<file path="src/rtl/seg_scan_pkg.sv">
// Shared constants and bus payload type for the 7-segment scan capture monitor.
// Segment patterns are active-high, ordered {g,f,e,d,c,b,a}.
package seg_scan_pkg;

  localparam int unsigned SEG_W  = 7;
  localparam int unsigned CODE_W = 4;

  localparam logic [SEG_W-1:0] SEG_0     = 7'h3F;
  localparam logic [SEG_W-1:0] SEG_1     = 7'h06;
  localparam logic [SEG_W-1:0] SEG_2     = 7'h5B;
  localparam logic [SEG_W-1:0] SEG_3     = 7'h4F;
  localparam logic [SEG_W-1:0] SEG_4     = 7'h66;
  localparam logic [SEG_W-1:0] SEG_5     = 7'h6D;
  localparam logic [SEG_W-1:0] SEG_6     = 7'h7D;
  localparam logic [SEG_W-1:0] SEG_7     = 7'h07;
  localparam logic [SEG_W-1:0] SEG_8     = 7'h7F;
  localparam logic [SEG_W-1:0] SEG_9     = 7'h6F;
  localparam logic [SEG_W-1:0] SEG_BLANK = 7'h00;

  localparam logic [CODE_W-1:0] CODE_BLANK = 4'hF;
  localparam logic [CODE_W-1:0] CODE_ERR   = 4'hE;

  // Segment lines plus decimal point as sampled from the bus for one digit slot.
  typedef struct packed {
    logic [SEG_W-1:0] seg;
    logic             dp;
  } seg_sample_t;

endpackage

</file>
<file path="src/rtl/seg7_decode.sv">
// Combinational 7-segment pattern to 4-bit code decoder.
// Unknown patterns return CODE_ERR with err set.
module seg7_decode
  import seg_scan_pkg::*;
(
  input  logic [SEG_W-1:0]  seg,
  output logic [CODE_W-1:0] code,
  output logic              err
);

  always_comb begin
    code = CODE_ERR;
    err  = 1'b0;
    unique case (seg)
      SEG_0:     code = 4'h0;
      SEG_1:     code = 4'h1;
      SEG_2:     code = 4'h2;
      SEG_3:     code = 4'h3;
      SEG_4:     code = 4'h4;
      SEG_5:     code = 4'h5;
      SEG_6:     code = 4'h6;
      SEG_7:     code = 4'h7;
      SEG_8:     code = 4'h8;
      SEG_9:     code = 4'h9;
      SEG_BLANK: code = CODE_BLANK;
      default: begin
        code = CODE_ERR;
        err  = 1'b1;
      end
    endcase
  end

endmodule

</file>
<file path="src/rtl/seg_scan_capture.sv">
// Receive-side monitor for a multiplexed 7-segment scan bus: qualifies each
// digit window for stability, decodes it and assembles a full frame.
module seg_scan_capture
  import seg_scan_pkg::*;
#(
  parameter int unsigned NUM_DIGIT      = 6,
  parameter int unsigned STABLE_CYC     = 4,
  parameter bit          ENB_ACTIVE_LOW = 1'b1,
  parameter bit          SEG_ACTIVE_LOW = 1'b0
) (
  input  logic                        clk,
  input  logic                        rst_n,
  input  logic [SEG_W-1:0]            i_seg,
  input  logic                        i_seg_dp,
  input  logic [NUM_DIGIT-1:0]        i_seg_enb,
  output logic [CODE_W*NUM_DIGIT-1:0] o_digit,
  output logic [NUM_DIGIT-1:0]        o_dp,
  output logic [NUM_DIGIT-1:0]        o_dig_vld,
  output logic                        o_frame_done,
  output logic                        o_err_code,
  output logic                        o_err_enb
);

  localparam int unsigned CNT_W = $clog2(STABLE_CYC + 1);
  localparam logic [CNT_W-1:0] CNT_MAX = CNT_W'(STABLE_CYC);
  localparam logic [CNT_W-1:0] CNT_CAP = CNT_W'(STABLE_CYC - 1);

  seg_sample_t            in_sd_c;
  seg_sample_t            r_sd;
  logic [NUM_DIGIT-1:0]   r_enb;
  logic [CNT_W-1:0]       cnt;
  logic [NUM_DIGIT-1:0]   mask;

  logic                   same_c;
  logic                   strobe_c;
  logic [NUM_DIGIT-1:0]   enb_c;
  logic [SEG_W-1:0]       seg_c;
  logic                   dp_c;
  logic                   any_c;
  logic                   multi_c;
  logic                   capture_c;
  logic [NUM_DIGIT-1:0]   mask_set_c;
  logic                   frame_c;
  logic [CODE_W-1:0]      dec_code;
  logic                   dec_err;

  assign in_sd_c = '{seg: i_seg, dp: i_seg_dp};

  // Stability is judged on the registered sample: the counter restarts at the
  // edge that loads a new value, so one strobe fires per window of any length.
  assign same_c   = (in_sd_c == r_sd) && (i_seg_enb == r_enb);
  assign strobe_c = same_c && (cnt == CNT_CAP);

  always_ff @(posedge clk or negedge rst_n) begin
    if (!rst_n) begin
      r_sd  <= '0;
      r_enb <= '0;
      cnt   <= '0;
    end else begin
      r_sd  <= in_sd_c;
      r_enb <= i_seg_enb;
      if (!same_c)
        cnt <= '0;
      else if (cnt != CNT_MAX)
        cnt <= cnt + CNT_W'(1);
    end
  end

  // Polarity normalisation: internal enables and segments are active-high.
  assign enb_c = ENB_ACTIVE_LOW ? ~r_enb   : r_enb;
  assign seg_c = SEG_ACTIVE_LOW ? ~r_sd.seg : r_sd.seg;
  assign dp_c  = SEG_ACTIVE_LOW ? ~r_sd.dp  : r_sd.dp;

  assign any_c      = |enb_c;
  assign multi_c    = |(enb_c & (enb_c - NUM_DIGIT'(1)));
  assign capture_c  = strobe_c && any_c && !multi_c;
  assign mask_set_c = mask | enb_c;
  assign frame_c    = capture_c && (&mask_set_c);

  seg7_decode u_decode (
    .seg  (seg_c),
    .code (dec_code),
    .err  (dec_err)
  );

  // Per-digit storage, frame mask and event pulses.
  always_ff @(posedge clk or negedge rst_n) begin
    if (!rst_n) begin
      o_digit      <= '0;
      o_dp         <= '0;
      o_dig_vld    <= '0;
      mask         <= '0;
      o_frame_done <= 1'b0;
      o_err_code   <= 1'b0;
      o_err_enb    <= 1'b0;
    end else begin
      o_frame_done <= frame_c;
      o_err_code   <= capture_c && dec_err;
      o_err_enb    <= strobe_c && multi_c;
      if (capture_c) begin
        mask      <= frame_c ? '0 : mask_set_c;
        o_dig_vld <= o_dig_vld | enb_c;
        for (int n = 0; n < NUM_DIGIT; n++) begin
          if (enb_c[n]) begin
            o_digit[CODE_W*n +: CODE_W] <= dec_code;
            o_dp[n]                     <= dp_c;
          end
        end
      end
    end
  end

endmodule

</file>
<file path="config.mk">
export PLATFORM = sky130hd
export DESIGN_NAME = seg_scan_capture
export DESIGN_NICKNAME = d
export VERILOG_FILES = /design/src/rtl/seg_scan_pkg.sv /design/src/rtl/seg7_decode.sv /design/src/rtl/seg_scan_capture.sv
export SDC_FILE = /design/constraint.sdc
export NUM_CORES = 1
export LEC_CHECK = 0
export BUFFER_PORTS_ARGS = -buffer_cell sky130_fd_sc_hd__buf_2
export CELL_PAD_IN_SITES_DETAIL_PLACEMENT = 0
export CELL_PAD_IN_SITES_GLOBAL_PLACEMENT = 1
export CORE_UTILIZATION = 30
export CTS_BUF_LIST = sky130_fd_sc_hd__clkbuf_8
export DETAILED_ROUTE_END_ITERATION = 8
export GPL_TIMING_DRIVEN = 0
export MAX_ROUTING_LAYER = met4
export PLACE_DENSITY = 0.7
export SLEW_MARGIN = 0
export SYNTH_ARGS = -nofsm -noshare
export SYNTH_HDL_FRONTEND = slang
export SYNTH_HIERARCHICAL = 1
export SYNTH_SLANG_ARGS = --single-unit
</file>
<file path="constraint.sdc">
create_clock -name clk -period 4.75 [get_ports clk]
set_input_delay 1.425 -clock clk [delete_from_list [all_inputs] [get_ports clk]]
set_output_delay 1.425 -clock clk [all_outputs]
set_load 0.005 [all_outputs]
</file>
Yosys cells after proc, flatten, opt, wreduce, memory -nomap -nowiden

Index checks and enable logic that the tools add are counted.

$add $sub $neg: 2
Eq/ne operators: 15
Multiplexer cells: 5
Bitwise gates (word level): 4
Reduce and logical (&&, ||, !) cells: 19

Operator list:

| operator                                                              | count |
|---|---|
| 7-bit equality test, second input constant                            | 7 |
| 4-bit case mux with 11 select lines                                   | 1 |
| 7-bit by 3-bit equality test with 1-bit output, second input constant | 2 |
| 6-bit OR                                                              | 2 |
| 2-bit AND reduction                                                   | 6 |
| 6-bit OR reduction                                                    | 2 |
| 11-bit OR reduction                                                   | 1 |
| 8-bit equality test                                                   | 1 |
| 7-bit by 6-bit equality test with 1-bit output, second input constant | 1 |
| 1-bit logical AND                                                     | 7 |
| 7-bit logical NOT                                                     | 1 |
| 6-bit bitwise AND                                                     | 1 |
| 6-bit equality test                                                   | 1 |
| 3-bit two-way mux                                                     | 2 |
| 6-bit two-way mux                                                     | 1 |
| 6-bit inverter                                                        | 1 |
| 6-bit AND reduction                                                   | 1 |
| 6-bit by 1-bit subtractor with 6-bit output, second input constant    | 1 |
| 3-bit by 1-bit adder with 3-bit output, second input constant         | 1 |
| 3-bit by 2-bit equality test with 1-bit output, second input constant | 1 |
| 3-bit != test, second input constant                                  | 1 |
| 2-bit by 1-bit != test with 1-bit output, second input constant       | 1 |
| 1-bit logical NOT                                                     | 1 |
| 1-bit two-way mux                                                     | 1 |

Flip-flop bits (word level): 62
Bits of input ports: 16
Output and inout port bits: 39
Logic and storage cells: 66

Depth between registers and ports, before layout

Gate-level depths: netlist (run 1).

Depth after elaboration: 8
Gate-level depth with buffers: 7
Depth with buffers taken out: 6

By module

The synthesis (run 1) kept the hierarchy.

By module, submodules not included:

| module           | times used | cells each | area each (µm²) | sequential area each (µm²) |
|---|---|---|---|---|
| seg_scan_capture | 1          | 189        | 2514.9          | 1551.5 |
| seg7_decode      | 1          | 31         | 212.7           | 0.0 |

Least setup slack after synthesis (run 1)

OpenSTA, ideal clock, no wires.

Kind: input to register
Start point: in i_seg[1]
End point: reg o_digit[0]
Library setup time: 0.125 ns
Data arrival time: 2.999 ns
Required time: 4.625 ns
Slack: 1.626 ns
Cell stages on the path: 6
Buffers on the path: 1
Cells stage by stage: xnor2_1 > nand4_1 > or4_4 > or3_1 > buf_6 > mux2_4

Longest elaborated chain between the ends: 6

RTL lines:

| what                                 | RTL line                | text |
|---|---|---|
| from (decl)                          | seg_scan_capture.sv:13  | `input logic [SEG_W-1:0] i_seg,` |
| 8-bit equality test                  | seg_scan_capture.sv:51  | `assign same_c = (in_sd_c == r_sd) && (i_seg_enb == r_enb);` |
| 1-bit logical AND                    | seg_scan_capture.sv:51  |  |
| 1-bit logical AND                    | seg_scan_capture.sv:52  | `assign strobe_c = same_c && (cnt == CNT_CAP);` |
| 1-bit logical AND (2 in a row)       | seg_scan_capture.sv:76  | `assign capture_c = strobe_c && any_c && !multi_c;` |
| 2-bit AND reduction (no source line) | n/a                     |  |
| to (signal, indexed assignment)      | seg_scan_capture.sv:105 | `o_digit[CODE_W*n +: CODE_W] <= dec_code;` |
| to (decl)                            | seg_scan_capture.sv:16  | `output logic [CODE_W*NUM_DIGIT-1:0] o_digit,` |

Every way passes these cells.
A chain may end at the register's enable or synchronous reset.

Worst setup path after layout (run 1)

Start point: in i_seg_dp
End point: reg o_digit[14]

Longest elaborated chain between the ends: 6

RTL lines:

| what                                 | RTL line               | text |
|---|---|---|
| from (decl)                          | seg_scan_capture.sv:14 | `input logic i_seg_dp,` |
| 8-bit equality test                  | seg_scan_capture.sv:51 |  |
| 1-bit logical AND                    | seg_scan_capture.sv:51 |  |
| 1-bit logical AND                    | seg_scan_capture.sv:52 |  |
| 1-bit logical AND (2 in a row)       | seg_scan_capture.sv:76 |  |
| 2-bit AND reduction (no source line) | n/a                    |  |

Every way passes these cells.

==> results of run 1 <==
-- final cells by class --
type	instances	area share, %
Sequential cell	62	45.9
Timing Repair Buffer	55	8.58
Clock buffer	10	4.07
Buffer	4	0.851
Inverter	14	1.55
Clock inverter	6	2.70
Multi-Input combinational cell	140	32.4
Tap cell	108	4.00
-- synthesized netlist by cell type (all sizes together), types with 2 or more instances --
master	count	area, um2
ha	3	37.5
nor3	4	20.0
o2111ai	3	26.3
xnor2	17	149
a21oi	15	86.3
or3	6	42.5
dfrtp	62	1550
buf	4	28.8
a211oi	3	22.5
nand2	10	37.5
or4	3	30.0
nor2	8	30.0
nand2b	7	43.8
nor4	4	31.3
o21ai	2	10.0
inv	14	52.6
o22ai	3	18.8
nand3	6	30.0
or2b	2	15.0
mux2	30	357
nand4	5	31.3
-- per-stage QoR --
stage / setup slack (ns) / hold WS, ns / instances / power [uW] / utilization, %
2_1_floorplan: 1.63 / 0.459 / 220 / 585 / -
3_3_place_gp: 1.03 / 0.445 / 382 / 613 / 35.8
3_5_place_dp: 0.995 / 0.447 / 383 / 617 / 36.0
4_1_cts: 1.35 / 0.468 / 399 / 1160 / 38.6
5_1_grt: 1.23 / 0.475 / 399 / 1190 / 38.6
6_report: 1.38 / 0.460 / 399 / 1140 / 38.6
-- power by group --
part / internal [uW] / switching, uW
registers: 534 / 10.1
logic: 25.1 / 36.2
clock network: 314 / 221
-- layout by cell type (no fill, tap or decap), drive strengths merged, types with 4 or more instances in the layout --
cell | Yosys | final
buf | 4 | 59
clkbuf | 0 | 10
nand2 | 10 | 10
dfrtp | 62 | 62
nand2b | 7 | 7
nor3 | 4 | 4
a21oi | 15 | 15
nor4 | 4 | 4
nor2 | 8 | 8
inv | 14 | 16
or3 | 6 | 6
nand3 | 6 | 6
xnor2 | 17 | 17
nand4 | 5 | 5
mux2 | 30 | 30
-- worst paths after layout --
path,cells past startpoint,slack [ns],from,to
worst max-delay path,6,1.38,i_seg_dp,o_digit[14]$_DFFE_PN0P_
worst max register to register,5,2.08,dp_c$_DFF_PN0_,o_digit[14]$_DFFE_PN0P_
min in group asynchronous,1,1.09,rst_n,o_dig_vld[2]$_DFFE_PN0P_
worst min register to register,1,0.46,o_dig_vld[0]$_DFFE_PN0P_,o_dig_vld[0]$_DFFE_PN0P_
max in group asynchronous,2,3.04,rst_n,o_digit[18]$_DFFE_PN0P_
worst min-delay path,1,0.46,o_dig_vld[0]$_DFFE_PN0P_,o_dig_vld[0]$_DFFE_PN0P_
-- logic make-up (layout without fill, tap and decap cells) --
family	after synthesis	count (layout)
buffers and inverters	18	89
AOI/OAI and AO/OA	31	31
muxes	30	30
DFF	62	62
xor gates and xnor gates	17	17
adders and majority gates	3	3
and+or+nand+nor	59	59
-- state kept, by name (all words and copies together) (netlist names) --
name and flops:
cnt 3, o_err_enb 1, mask 6, r_enb 6
seg_c 7, o_digit 24, dp_c 1, o_err_code 1
o_frame_done 1, o_dig_vld 6, o_dp 6
-- worst max-delay path: stages --
cell,delay (ns)
buf_2,0.11
xnor2_1,0.23
nand4_1,0.20
nor4_1,0.51
o2111ai_1,0.63
mux2_2,0.48
-- metal layers --
layer	global-route usage, %	vias to the layer above	wire [um]
met5	-	-	0
met4	7.47	0	139
met3	2.66	9	166
met2	22.4	34	2990
met1	18.3	935	2870
li1	-	917	-
==> results_dict.tcl, run 1 <==
set metrics [dict create \
    status "complete, no violations" \
    drv_cap 0 \
    ant_nets 0 \
    rows 34 \
    port_buffers 54 \
    worstHoldPathType "flip-flop to flip-flop" \
    hold_viol_final 0 \
    vias 1895 \
    seq_area_frac_synth_pct 56.9 \
    period_share_pct 71.0 \
    die_w_um 97.4 \
    drc 0 \
    numCtsBuffers 9 \
    fmax_mhz 297 \
    synth_compound_area_share_pct 7.61 \
    fin_nets 305 \
    grt_pass1_wl_um 10300 \
    cts_tree "done" \
    irDropWorstVdd_v 0.000171 \
    place.gp.congestion 0.862 \
    syn_avg_cell_area_um2 12.4 \
    fin_area_mm2 0.00338 \
    coreArea_mm2 0.00876 \
    post-cts-setup-buffer-count 0 \
    firstDrtPassIters 4 \
    wl_per_cell_um 15.5 \
    synth_simple_gate_area_share_pct 12.6 \
    ctsResizeCount 0 \
    syn_nets 239 \
    postSynthCellCount 220 \
    vias_per_cell 4.75 \
    antenna_found_initial 0 \
    die_y_um 97.4 \
    relSlewSlack_pct 29.0 \
    hold_buffers 0 \
    crit_required_ns 4.96 \
    fin_tns_setup_ns 0 \
    synth_top_family_by_area "multiplexers" \
    multi_input_area_mm2 0.00109 \
    seqCellArea_mm2 0.00155 \
    overflow 0 \
    hpwlAfterDp_um 4380 \
    dpl_cell_area_mm2 0.00315 \
    grt_pass1_vias 1931 \
    synth-seq-cells 62 \
    ys.flop_type "dfrtp_1" \
    p_leak_uw 0.00172 \
    cts_root_buf "clkbuf_8" \
    htree_levels 3 \
    io_pins 55 \
    clock_skew_ns 0.00968 \
    cp.arrival_ns 3.58 \
    cts_sinks 62 \
    muxShareOfSynthArea_pct 13.1 \
    clk_latency_ns 0.34 \
    worst_slew_pin_slew_ns 1.06 \
    synth_area_mm2 0.00273 \
    p_per_area_mw_per_mm2 337 \
    die-area_mm2 0.00948 \
    worst-path-max-fanout 7 \
    layout-drive-gt1-share_pct 38.1 \
    diodes 0 \
    grt_usage_pct 14.5 \
    fillers 896 \
    fin_crit_ns 3.37 \
    grt_start_max_net_pins 39 \
    synthArstFlopShare_pct 100 \
    setup_viol 0 \
    synth_cell_type_count 37 \
    synth_xor_area_share_pct 5.46 \
    areaGrowthSynthToFinish_pct 24.0 \
    clk_path_buf_depth 2 \
    synthAdderAreaFrac_pct 1.38 \
    initial_utilization_pct 31.1 \
    endpoint_kind "flip-flop" \
    critPathLaunchType "input pin" \
    yosys_warnings 6 \
    slew_viol_final 0 \
    rsz0062_at_grt "false" \
    synth_edf_count 0 \
    drt_wl_total_um 6170 \
    drt_iter0_markers 27 \
    clk_pin_slew_ns 0.07 \
    path_class "input pin to flip-flop" \
]
(Power assumes the default switching activity.)
==> run 2, diff against run 1 <==
- PLACE_DENSITY: 0.7 -> 0.72
- clock period: 4.75 -> 3.08 ns (I/O delays scaled with it)
==> run 2 against run 1 <==
Effect of this change:
- flip-flop and latch count unchanged
- clock skew fell by 0.0035 ns
- die area stayed put
- sequential power increased by 54%
- combinational power increased by 49%
- via count increased by 1.2%
- utilization decreased by 0.53 points
- cell count shrank 0.25%
- highest routed layer unchanged
- first-iteration DRC count rose by 30%
- count of clock-buffer cells in the layout did not move
==> results_dict.tcl, run 2 (synthesized netlist as in run 1, its figures left out) <==
set metrics [dict create \
    vias 1918 \
    drv_cap 0 \
    clk_path_buf_depth 2 \
    port_buffers 54 \
    coreArea_mm2 0.00876 \
    worstHoldPathType "flip-flop to flip-flop" \
    drt_wl_total_um 6270 \
    clk_latency_ns 0.33 \
    clock_skew_ns 0.00618 \
    critPathLaunchType "input pin" \
    p_sw_share_pct 24.0 \
    hold_ws_ns 0.462 \
    numCtsBuffers 9 \
    mostFrequentLayoutCells "dfrtp_1 (62), buf_2 (55), mux2_2 (25)" \
    fillers 874 \
    ctsResizeCount 0 \
    ant_nets 0 \
    place.gp.congestion 0.827 \
    io_pins 55 \
    cp.arrival_ns 3.10 \
    relSlewSlack_pct 32.6 \
    layout_commonest_cell "dfrtp_1" \
    htree_levels 3 \
    grt_start_max_net_pins 63 \
    power.share.clock_pct 43.6 \
    fmax_mhz 348 \
    overflow 0 \
    diodes 0 \
    layout-drive-gt1-share_pct 37.6 \
    drt_iter0_markers 35 \
    p_seq_share_pct 50.9 \
    r2r_slack_ns 0.39 \
    die_y_um 97.4 \
    clk_pin_slew_ns 0.07 \
    reg2reg_from "dp_c$_DFF_PN0_" \
    initial_utilization_pct 31.1 \
    hold_viol_final 0 \
    cts_root_buf "clkbuf_8" \
    die_w_um 97.4 \
    final_util_pct 38.1 \
    grt_pass1_wl_um 10300 \
    crit_required_ns 3.30 \
    seqCellArea_mm2 0.00155 \
    combPwrFrac_pct 5.5 \
    vias_per_cell 4.82 \
    cpPeakStageDelay_ns 0.61 \
    fin_tns_setup_ns 0 \
    fin_crit_ns 2.88 \
    path_class "input pin to flip-flop" \
    hold_buffers 0 \
    status "complete, no violations" \
    worst_slew_pin_slew_ns 1.01 \
    grt_usage_pct 14.6 \
    setup_viol 0 \
    wl_per_cell_um 15.7 \
    cp_slowest_cell "o2111ai_1" \
    worstSetupStartpoint "i_seg_dp" \
    post-cts-setup-buffer-count 0 \
    areaGrowthSynthToFinish_pct 22.3 \
    endpoint_kind "flip-flop" \
    p_int_uw 1250 \
    worstPathCellList "buf_2 -> xnor2_1 -> nand4_1 -> nor4_1 -> o2111ai_1 -> mux2_2" \
    period_share_pct 93.4 \
    slew_viol_final 0 \
    cts_sinks 62 \
    fin_nets 304 \
    hpwlAfterDp_um 4320 \
    cts_tree "done" \
    hold_path_startpoint "o_dig_vld[4]$_DFFE_PN0P_" \
    drc 0 \
    die-area_mm2 0.00948 \
    p_per_area_mw_per_mm2 494 \
    regMostFlops "o_digit" \
    worst-path-max-fanout 7 \
    antenna_found_initial 0 \
    largest_reg_flops 24 \
    rsz0062_at_grt "false" \
    switchingPower_uw 395 \
    p_leak_uw 0.00170 \
    firstDrtPassIters 4 \
    irDropWorstVdd_v 0.000190 \
    finalPower_uw 1650 \
    grt_pass1_vias 2017 \
    rows 34 \
    multi_input_area_mm2 0.00109 \
]
## run 2: cell type report
| type | instances | share of cell area, % |
|---|---|---|
| flip-flops and latches | 62 | 46.5 |
| multi-input cells | 140 | 32.8 |
| repair buffers | 54 | 8.18 |
| clock buffers | 10 | 4.13 |
| well taps | 108 | 4.05 |
| clock inverters | 6 | 1.88 |
| inverters | 14 | 1.58 |
| plain buffers | 4 | 0.863 |
## run 2: power by group through the flow
stage / Combinational [uW] / Clock (uW) / Sequential (uW)
2_1_floorplan: 52.0 / 0 / 850
3_3_place_gp: 91.9 / 0 / 854
3_5_place_dp: 93.7 / 0 / 854
4_1_cts: 94.0 / 744 / 838
5_1_grt: 103 / 774 / 840
6_report: 91.4 / 717 / 838
## run 2: worst paths after layout
check / to / cells past startpoint
worst max-delay path: o_digit[21]$_DFFE_PN0P_ / 6
worst min-delay path: o_dig_vld[4]$_DFFE_PN0P_ / 1
worst max register to register: o_digit[21]$_DFFE_PN0P_ / 5
worst min register to register: o_dig_vld[4]$_DFFE_PN0P_ / 1
max in group asynchronous: o_err_enb$_DFF_PN0_ / 1
min in group asynchronous: r_enb[0]$_DFF_PN0_ / 1
## run 2: per-stage QoR
| step | area [um2] | cells | worst slack [ns] |
|---|---|---|---|
| floorplan | 2730 | 220 | 0.457 |
| global placement | 3130 | 382 | -0.162 |
| detailed placement | 3140 | 382 | -0.116 |
| CTS | 3340 | 398 | 0.231 |
| global route | 3340 | 398 | 0.0259 |
| finish | 3340 | 398 | 0.205 |
## run 2: layer usage
metal / track usage, % / share of wire (%)
met5: - / 0
met4: 8.03 / 2.4
met3: 2.66 / 3.3
met2: 22.9 / 48
met1: 18.0 / 46
## run 2: worst max-delay path, delay by kind of cell
family / cells / cell delay [ns]
buffers and inverters: 1 / 0.11
and+or+nand+nor: 2 / 0.74
AOI/OAI and AO/OA: 1 / 0.61
xor gates and xnor gates: 1 / 0.24
muxes: 1 / 0.47
==> run 3, diff against run 2 <==
- BUFFER_PORTS_ARGS: -buffer_cell sky130_fd_sc_hd__buf_2 -> not set
- DONT_BUFFER_PORTS: not set -> 1
- GPL_TIMING_DRIVEN: 0 -> not set
- PLACE_DENSITY: 0.72 -> not set
- PLACE_DENSITY_LB_ADDON: not set -> 0.2
==> run 3 against run 2 <==
Effect of this change:
- largest power group unchanged
- final area decreased by 7.1%
- sequential share of layout area rose by 3.6 points
- die area did not move
==> results_dict.tcl, run 3 (synthesized netlist as in run 1, its figures left out) <==
set metrics [dict create \
    regMostFlops "o_digit" \
    clk_path_buf_depth 2 \
    hold_buffers 0 \
    areaGrowthSynthToFinish_pct 13.6 \
    rsz0062_at_grt "false" \
    grtUsageMet2_pct 20.4 \
    endpoint_kind "flip-flop" \
    cp.arrival_ns 2.74 \
    vias_per_cell 4.97 \
    top_usage_layer "met2" \
    vias 1733 \
    use_met1_pct 19.3 \
    worstPathCellList "xnor2_1 -> nand4_1 -> or4_4 -> or3_1 -> mux2_4" \
    ant_nets 0 \
    die_w_um 97.4 \
    relSlewSlack_pct 69.8 \
    drt_iter0_markers 116 \
    grt_pass1_wl_um 10000 \
    cpPeakStageDelay_ns 0.61 \
    fin_tns_setup_ns 0 \
    rows 34 \
    crit_required_ns 3.30 \
    drv_cap 0 \
    overflow 0 \
    drc 0 \
    ctsResizeCount 0 \
    clk_pin_slew_ns 0.08 \
    coreArea_mm2 0.00876 \
    initial_utilization_pct 31.1 \
    status "complete, no violations" \
    worstHoldPathType "input pin to async pin" \
    fin_nets 255 \
    setup_viol 0 \
    clk_latency_ns 0.34 \
    cp_slowest_cell "or4_4" \
    numCtsBuffers 9 \
    fmax_mhz 397 \
    crit_family "simple AND/OR/NAND/NOR gates" \
    layout-drive-gt1-share_pct 25.3 \
    finalPower_uw 1620 \
    grt_usage_pct 14.4 \
    path_buf_inv 0 \
    cts_sinks 62 \
    p_leak_uw 0.00144 \
    diodes 0 \
    r2r_slack_ns 0.58 \
    grt_use_met3_pct 4.10 \
    period_share_pct 81.8 \
    post-cts-setup-buffer-count 0 \
    die_y_um 97.4 \
    layout_commonest_cell "dfrtp_1" \
    stdcell_count 349 \
    place.gp.congestion 0.774 \
    firstDrtPassIters 4 \
    dpl.cell_count 333 \
    die-area_mm2 0.00948 \
    port_buffers 0 \
    antenna_found_initial 0 \
    p_per_area_mw_per_mm2 523 \
    irDropWorstVdd_v 0.000215 \
    worst-path-max-fanout 7 \
    cts_tree "done" \
    grt_start_max_net_pins 63 \
    cts_root_buf "clkbuf_8" \
    wl_per_cell_um 17.6 \
    largest_reg_flops 24 \
    hpwlAfterDp_um 4310 \
    drt_wl_total_um 6150 \
    fin_crit_ns 2.52 \
    slew_viol_final 0 \
    path_class "input pin to flip-flop" \
    worst_slew_pin_slew_ns 0.448 \
    clock_skew_ns 0.0102 \
    mostFrequentLayoutCells "dfrtp_1 (62), mux2_2 (25), xnor2_1 (17)" \
    critPathLaunchType "input pin" \
    grt_pass1_vias 1761 \
    htree_levels 3 \
    hold_viol_final 0 \
    io_pins 55 \
]
## run 3: cell count changes in the layout (fill, tap and decap cells not counted), sizes merged
| cell | change |
|---|---|
| inv | +1 |
| buf | -49 |
| clkbuf | -1 |
## run 3: path summary, 6_finish.rpt
| check | start | endpoint | depth (start not counted) |
|---|---|---|---|
| hold reg to reg | o_dig_vld[1]$_DFFE_PN0P_ | o_dig_vld[1]$_DFFE_PN0P_ | 1 |
| max in group asynchronous | rst_n | mask[4]$_DFFE_PN0P_ | 0 |
| setup / recovery | i_seg[5] | o_dp[0]$_DFFE_PN0P_ | 5 |
| hold / removal | rst_n | o_digit[23]$_DFFE_PN0P_ | 0 |
| setup reg to reg | r_enb[0]$_DFF_PN0_ | o_dp[0]$_DFFE_PN0P_ | 5 |
| min in group clk | o_dig_vld[1]$_DFFE_PN0P_ | o_dig_vld[1]$_DFFE_PN0P_ | 1 |
## run 3: per-stage QoR
step / utilization [%] / hold WS [ns] / setup slack (ns) / cell area (um2)
3_5_place_dp: 33.1 / 0.479 / 0.167 / 2900
3_3_place_gp: 33.1 / 0.481 / 0.214 / 2900
6_report: 35.4 / 0.274 / 0.560 / 3100
2_1_floorplan: - / 0.459 / 0.457 / 2730
5_1_grt: 35.4 / 0.245 / 0.421 / 3100
4_1_cts: 35.4 / 0.249 / 0.532 / 3100
## run 3: area by class of cell
type                    instances  area [um2]
flip-flops and latches         62        1550
well taps                     108         135
inverters                      14        52.6
clock buffers                   9         124
repair buffers                  9        67.6
multi-input cells             140        1090
clock inverters                 7        72.6
fillers                       869        5670
## run 3: worst reg2reg max path: stages (launching register included)
cell     delay [ns]
dfrtp_1        0.49
xnor2_1        0.21
nand4_1        0.22
or4_4          0.61
or3_1          0.51
mux2_4         0.36
## run 3: layer usage
metal | vias to the layer above | routed length [um]
met1 | 864 | 2950
li1 | 821 | -
met5 | - | 0
met3 | 9 | 323
met4 | 0 | 95
met2 | 39 | 2780
## run 3: power breakdown
part	switching, uW	internal [uW]	total (uW)
Clock	342	376	718
Sequential	20.2	823	843
Combinational	29.2	28.3	57.5
Total	392	1230	1620
